--- src/rtl/clk_div_switch.sv ---
// Glitch-free divided clock with a runtime-selectable divisor table.
// Define CLK_DIV_SWITCH_STOP_EN to enable parking clk_out low via clk_stop.
module clk_div_switch #(
    parameter int N_SEL = 4,
    parameter int DIV_W = 8,
    localparam int SEL_W = (N_SEL <= 2) ? 1 : $clog2(N_SEL)
) (
    input  logic                   clk,
    input  logic                   rst,
    input  logic [SEL_W-1:0]       sel,
    input  logic [N_SEL*DIV_W-1:0] div_tbl,
    input  logic                   clk_stop,
    output logic                   clk_out,
    output logic                   clk_rise,
    output logic [SEL_W-1:0]       cur_sel,
    output logic                   busy,
    output logic                   sw_done
);

`ifdef CLK_DIV_SWITCH_STOP_EN
    typedef enum logic [1:0] {START, RUN, STOP} state_t;
`else
    typedef enum logic {START, RUN} state_t;
`endif

    state_t           state_q;
    logic [DIV_W-1:0] d_q;
    logic [DIV_W-1:0] cnt_q;
    logic [SEL_W-1:0] cur_q;
    logic             clk_out_q;
    logic             rise_q;
    logic             busy_q;
    logic             done_q;

    logic [SEL_W-1:0] sel_c;
    logic [DIV_W-1:0] tbl_raw;
    logic [DIV_W-1:0] tbl_d;
    logic [DIV_W-1:0] cnt_inc;
    logic [DIV_W-1:0] half;
    logic             bnd;
    logic             park;
    logic             resume;
    logic             stop_nxt;
    logic             load;
    logic [SEL_W-1:0] cur_nxt;
    logic             busy_d;

    assign sel_c   = (int'(sel) >= N_SEL) ? SEL_W'(N_SEL - 1) : sel;
    assign tbl_raw = div_tbl[int'(sel_c)*DIV_W +: DIV_W];
    assign tbl_d   = (tbl_raw < DIV_W'(2)) ? DIV_W'(2) : tbl_raw;
    assign cnt_inc = cnt_q + DIV_W'(1);
    assign half    = d_q >> 1;
    assign bnd     = (state_q == RUN) && (cnt_q == d_q - DIV_W'(1));

`ifdef CLK_DIV_SWITCH_STOP_EN
    assign park     = bnd && clk_stop;
    assign resume   = (state_q == STOP) && !clk_stop;
    assign stop_nxt = park || ((state_q == STOP) && clk_stop);
`else
    logic unused_stop;
    assign unused_stop = clk_stop;
    assign park        = 1'b0;
    assign resume      = 1'b0;
    assign stop_nxt    = 1'b0;
`endif

    // A new phase always starts high, so switching only at a wrap avoids runts.
    assign load    = (state_q == START) || (bnd && !park) || resume;
    assign cur_nxt = load ? sel_c : cur_q;

`ifdef CLK_DIV_SWITCH_STOP_EN
    assign busy_d = (sel_c != cur_nxt) || (clk_stop != stop_nxt);
`else
    assign busy_d = (sel_c != cur_nxt);
`endif

    always_ff @(posedge clk) begin
        if (rst) begin
            state_q   <= START;
            d_q       <= DIV_W'(2);
            cnt_q     <= '0;
            cur_q     <= '0;
            clk_out_q <= 1'b0;
            rise_q    <= 1'b0;
            busy_q    <= 1'b0;
            done_q    <= 1'b0;
        end else begin
            busy_q <= busy_d;
            rise_q <= 1'b0;
            done_q <= 1'b0;
            if (load) begin
                done_q    <= (state_q != START) && (sel_c != cur_q);
                state_q   <= RUN;
                cur_q     <= sel_c;
                d_q       <= tbl_d;
                cnt_q     <= '0;
                clk_out_q <= 1'b1;
                rise_q    <= 1'b1;
`ifdef CLK_DIV_SWITCH_STOP_EN
            end else if (park) begin
                state_q   <= STOP;
                cnt_q     <= '0;
                clk_out_q <= 1'b0;
`endif
            end else if (state_q == RUN) begin
                cnt_q     <= cnt_inc;
                clk_out_q <= (cnt_inc < half);
            end
        end
    end

    assign clk_out  = clk_out_q;
    assign clk_rise = rise_q;
    assign cur_sel  = cur_q;
    assign busy     = busy_q;
    assign sw_done  = done_q;

endmodule
--- config.mk ---
export PLATFORM = sky130hd
export DESIGN_NAME = clk_div_switch
export DESIGN_NICKNAME = d
export VERILOG_FILES = /design/src/rtl/clk_div_switch.sv
export SDC_FILE = /design/constraint.sdc
export NUM_CORES = 1
export LEC_CHECK = 0
export CORE_MARGIN = 1.5
export CORE_UTILIZATION = 47
export DETAILED_ROUTE_END_ITERATION = 8
export PLACE_DENSITY = 0.9
export SYNTH_ARGS = -nofsm -noshare
export SYNTH_HDL_FRONTEND = slang
export SYNTH_SLANG_ARGS = --single-unit
--- constraint.sdc ---
create_clock -name clk -period 2.7 [get_ports clk]
set_clock_uncertainty 0.05 [all_clocks]
set_input_delay 0.54 -clock clk [delete_from_list [all_inputs] [get_ports clk]]
set_output_delay 0.54 -clock clk [all_outputs]
set_load 0.03 [all_outputs]
==> impl_metrics.toml <==
[yosys]
synth-edff-count = 0
syn_inst = 149
synthFlopType = "dfxtp_1"
synth_fa_ha_area_share_pct = 6.91
yosysTopAreaCellShare_pct = 31.8
synthMuxAreaShare_pct = 12.4
synth.most_common_cell = "dfxtp_1"
synth_area_leaders = "dfxtp_1, mux4_2, ha_1"
ys.warnings.count = 0
ys_async_sr_fraction_pct = 0
syn_area_per_cell_um2 = 9.72
synth.net_count = 194
synth_area_leader_cell = "dfxtp_1"
synthDistinctLibCells = 44
ys_ff_latch = 23
ys_seq_area_share_pct = 31.8
syn-cell-area_um2 = 1450
synth_compound_area_share_pct = 18.0
synth-simple-area-share_pct = 15.7
synthXorXnorAreaFrac_pct = 9.67
synth_common_cells = "dfxtp_1, nor2_1, inv_1"
synth_top_family_by_area = "compound AO/OA/AOI/OAI gates"

[clock_tree]
clock-sinks = 23
clk_pin_slew_ns = 0.12
clock_latency_ns = 0.32
cts-buffers-inserted = 3
cts_root_buf = "clkbuf_4"
cts_hold_buffers = 0
clk_path_buf_depth = 2
cts_resized = 0
cts_tree = "done"
h-tree-depth = 1
post_cts_buffers = 0

[flow_run]
cap_violations = 0

[die]
start_util_pct = 51.2
die_h_um = 58.5
dieArea_um2 = 3420
rows = 19
core_area_um2 = 2830
io_pins = 43
fp.dieW_um = 58.5

[drt]
wl_per_cell_um = 15.2
drtAntennaViolNets = 0
via_per_inst = 5.96
wl_mm = 3.33
firstDrtPassIters = 4
drc_errors = 0
routed-via-count = 1305
drt_iter0_drc = 51

[placement]
dpl.hpwl_mm = 2.68
io_buffers = 41
place.gp.congestion = 0.839

[timing]
fin_setup_tns_ns = 0
setup_viol = 0
hold_viol = 0
finalCritPeriodShare_pct = 85.4
maxSlewHeadroom_pct = 71.2
tightest_slew_ns = 0.433
rsz0062_at_grt = "no"
drv_slew = 0
period_needed_ns = 2.31
max_clock_freq_mhz = 434
finalHoldWorstSlack_ns = 0.511

[setup_path]
r2r_cells = 8
crit_path_end_kind = "register"
endpoint = "d_q[4]$_SDFFE_PP0P_"
cp.depth = 8
crit_buf_inv = 1
critPathRequiredTime_ns = 2.87
path_max_fanout = 19
slowest_delay_ns = 0.43
rr_endpoint = "d_q[4]$_SDFFE_PP0P_"
critPathSlowestCell = "dfxtp_1"
crit_start = "d_q[0]$_SDFFE_PP0P_"
cp.arrival_ns = 2.48
r2r-start = "d_q[0]$_SDFFE_PP0P_"
crit_family = "compound AO/OA/AOI/OAI gates"
critical_path_class = "reg2reg"
r2r_slack_ns = 0.39
cp-start-kind = "register"
worstPathCellList = "inv_1 -> ha_1 -> xor2_1 -> o21ai_0 -> o22ai_1 -> a211o_2 -> nand3_2 -> a2bb2o_1"

[grt]
grt_pass1_wl_mm = 5.97
grt-ovfl-total = 0
grt_max_degree = 20
grt_util_all_layers_pct = 22.8
antenna_found_initial = 0
grt_pass1_vias = 1364

[pwr]
p_per_area_nw_per_um2 = 417
total_power_mw = 0.792
power.leakage_nw = 0.773
ir_drop_v = 0.000227

[layout]
fill_cells = 202
antenna_cells = 0
area.growth.synth_to_final_pct = 31.1
drive_gt1_share_pct = 10.1
final_nets = 234

[worst_hold_path]
hold_depth = 1
hold_path.class = "reg2reg"

[status]
outcome = "finished clean"
-- kinds of logic after synthesis --
kind of cell,after synthesis
AO/OA/AOI/OAI,34
flip-flops,23
multiplexers,8
buffers and inverters,19
XOR/XNOR,16
AND/OR/NAND/NOR,41
adder cells (fa/ha/maj),8
-- routing by layer --
layer	up-vias	part of all wire (%)	GRT usage [%]
met4	0	3.0	14.3
met2	63	50	37.6
met1	610	39	26.9
met5	-	0	0
met3	9	7.6	4.84
li1	623	-	-
-- worst min path at each step --
stage,start,end,slack (ns)
global placement,cnt_q[0]$_SDFFE_PP0P_,cnt_q[0]$_SDFFE_PP0P_,0.43
global route,cnt_q[7]$_SDFFE_PP0P_,cnt_q[7]$_SDFFE_PP0P_,0.52
floorplan,cnt_q[0]$_SDFFE_PP0P_,cnt_q[0]$_SDFFE_PP0P_,0.41
detailed placement,cnt_q[0]$_SDFFE_PP0P_,cnt_q[0]$_SDFFE_PP0P_,0.48
CTS,cnt_q[7]$_SDFFE_PP0P_,cnt_q[7]$_SDFFE_PP0P_,0.51
finish,cnt_q[0]$_SDFFE_PP0P_,cnt_q[0]$_SDFFE_PP0P_,0.51
-- report_power, final --
part	internal [mW]	switching (mW)	total, mW
registers	0.362	0.0264	0.388
logic	0.136	0.104	0.240
clock network	0.0556	0.108	0.164
total	0.553	0.239	0.792
-- cell type report --
cell class	instances	area, µm²	share of cell area, %
multi-input cells	107	910	47.9
flip-flops and latches	23	460	24.2
repair buffers	42	418	22.0
inverters	12	45.0	2.37
well taps	31	38.8	2.04
clock buffers	3	22.5	1.19
clock inverters	1	5.00	0.264
-- worst register-to-register path, delay by kind of cell, from the launching register on --
kind	cells	cell delay [ns]
AO/OA/AOI/OAI	4	0.95
AND/OR/NAND/NOR	1	0.28
adder cells (fa/ha/maj)	1	0.25
flip-flops	1	0.43
buffers and inverters	1	0.10
XOR/XNOR	1	0.15
-- registers in the layout, summed over array words and instances, names as in the netlist --
name      count
cnt_q         8
d_q           8
cur_sel       2
busy          1
clk_out       1
clk_rise      1
state_q       1
sw_done       1
-- cell usage in the layout, fill, tap and decap left out, types with 2 or more instances in the layout --
master           netlist  final
a21o_1                 2      2
a21oi_1                3      3
a2bb2o_1               8      8
a31oi_1                2      2
and3_1                 2      2
and4_1                 2      2
clkbuf_4               0      3
clkdlybuf4s50_1        0     41
dfxtp_1               23     23
ha_1                   8      8
inv_1                 12     12
mux4_2                 8      8
nand2_1                7      7
nand3_1                3      3
nor2_1                14     14
nor2b_1                2      2
o21ai_0                7      7
xnor2_1                9      9
xor2_1                 7      7
-- stage by stage --
| step | setup slack (ns) | cells | cell area [µm²] | util [%] |
|---|---|---|---|---|
| detailed placement | 0.243 | 215 | 1870 | 66.2 |
| finish | 0.395 | 219 | 1900 | 67.1 |
| global route | 0.269 | 219 | 1900 | 67.1 |
| CTS | 0.445 | 219 | 1900 | 67.1 |
| global placement | 0.296 | 215 | 1870 | 66.2 |
| floorplan | 0.761 | 149 | 1450 | - |
Note: power is estimated with default switching activity, not from simulation.
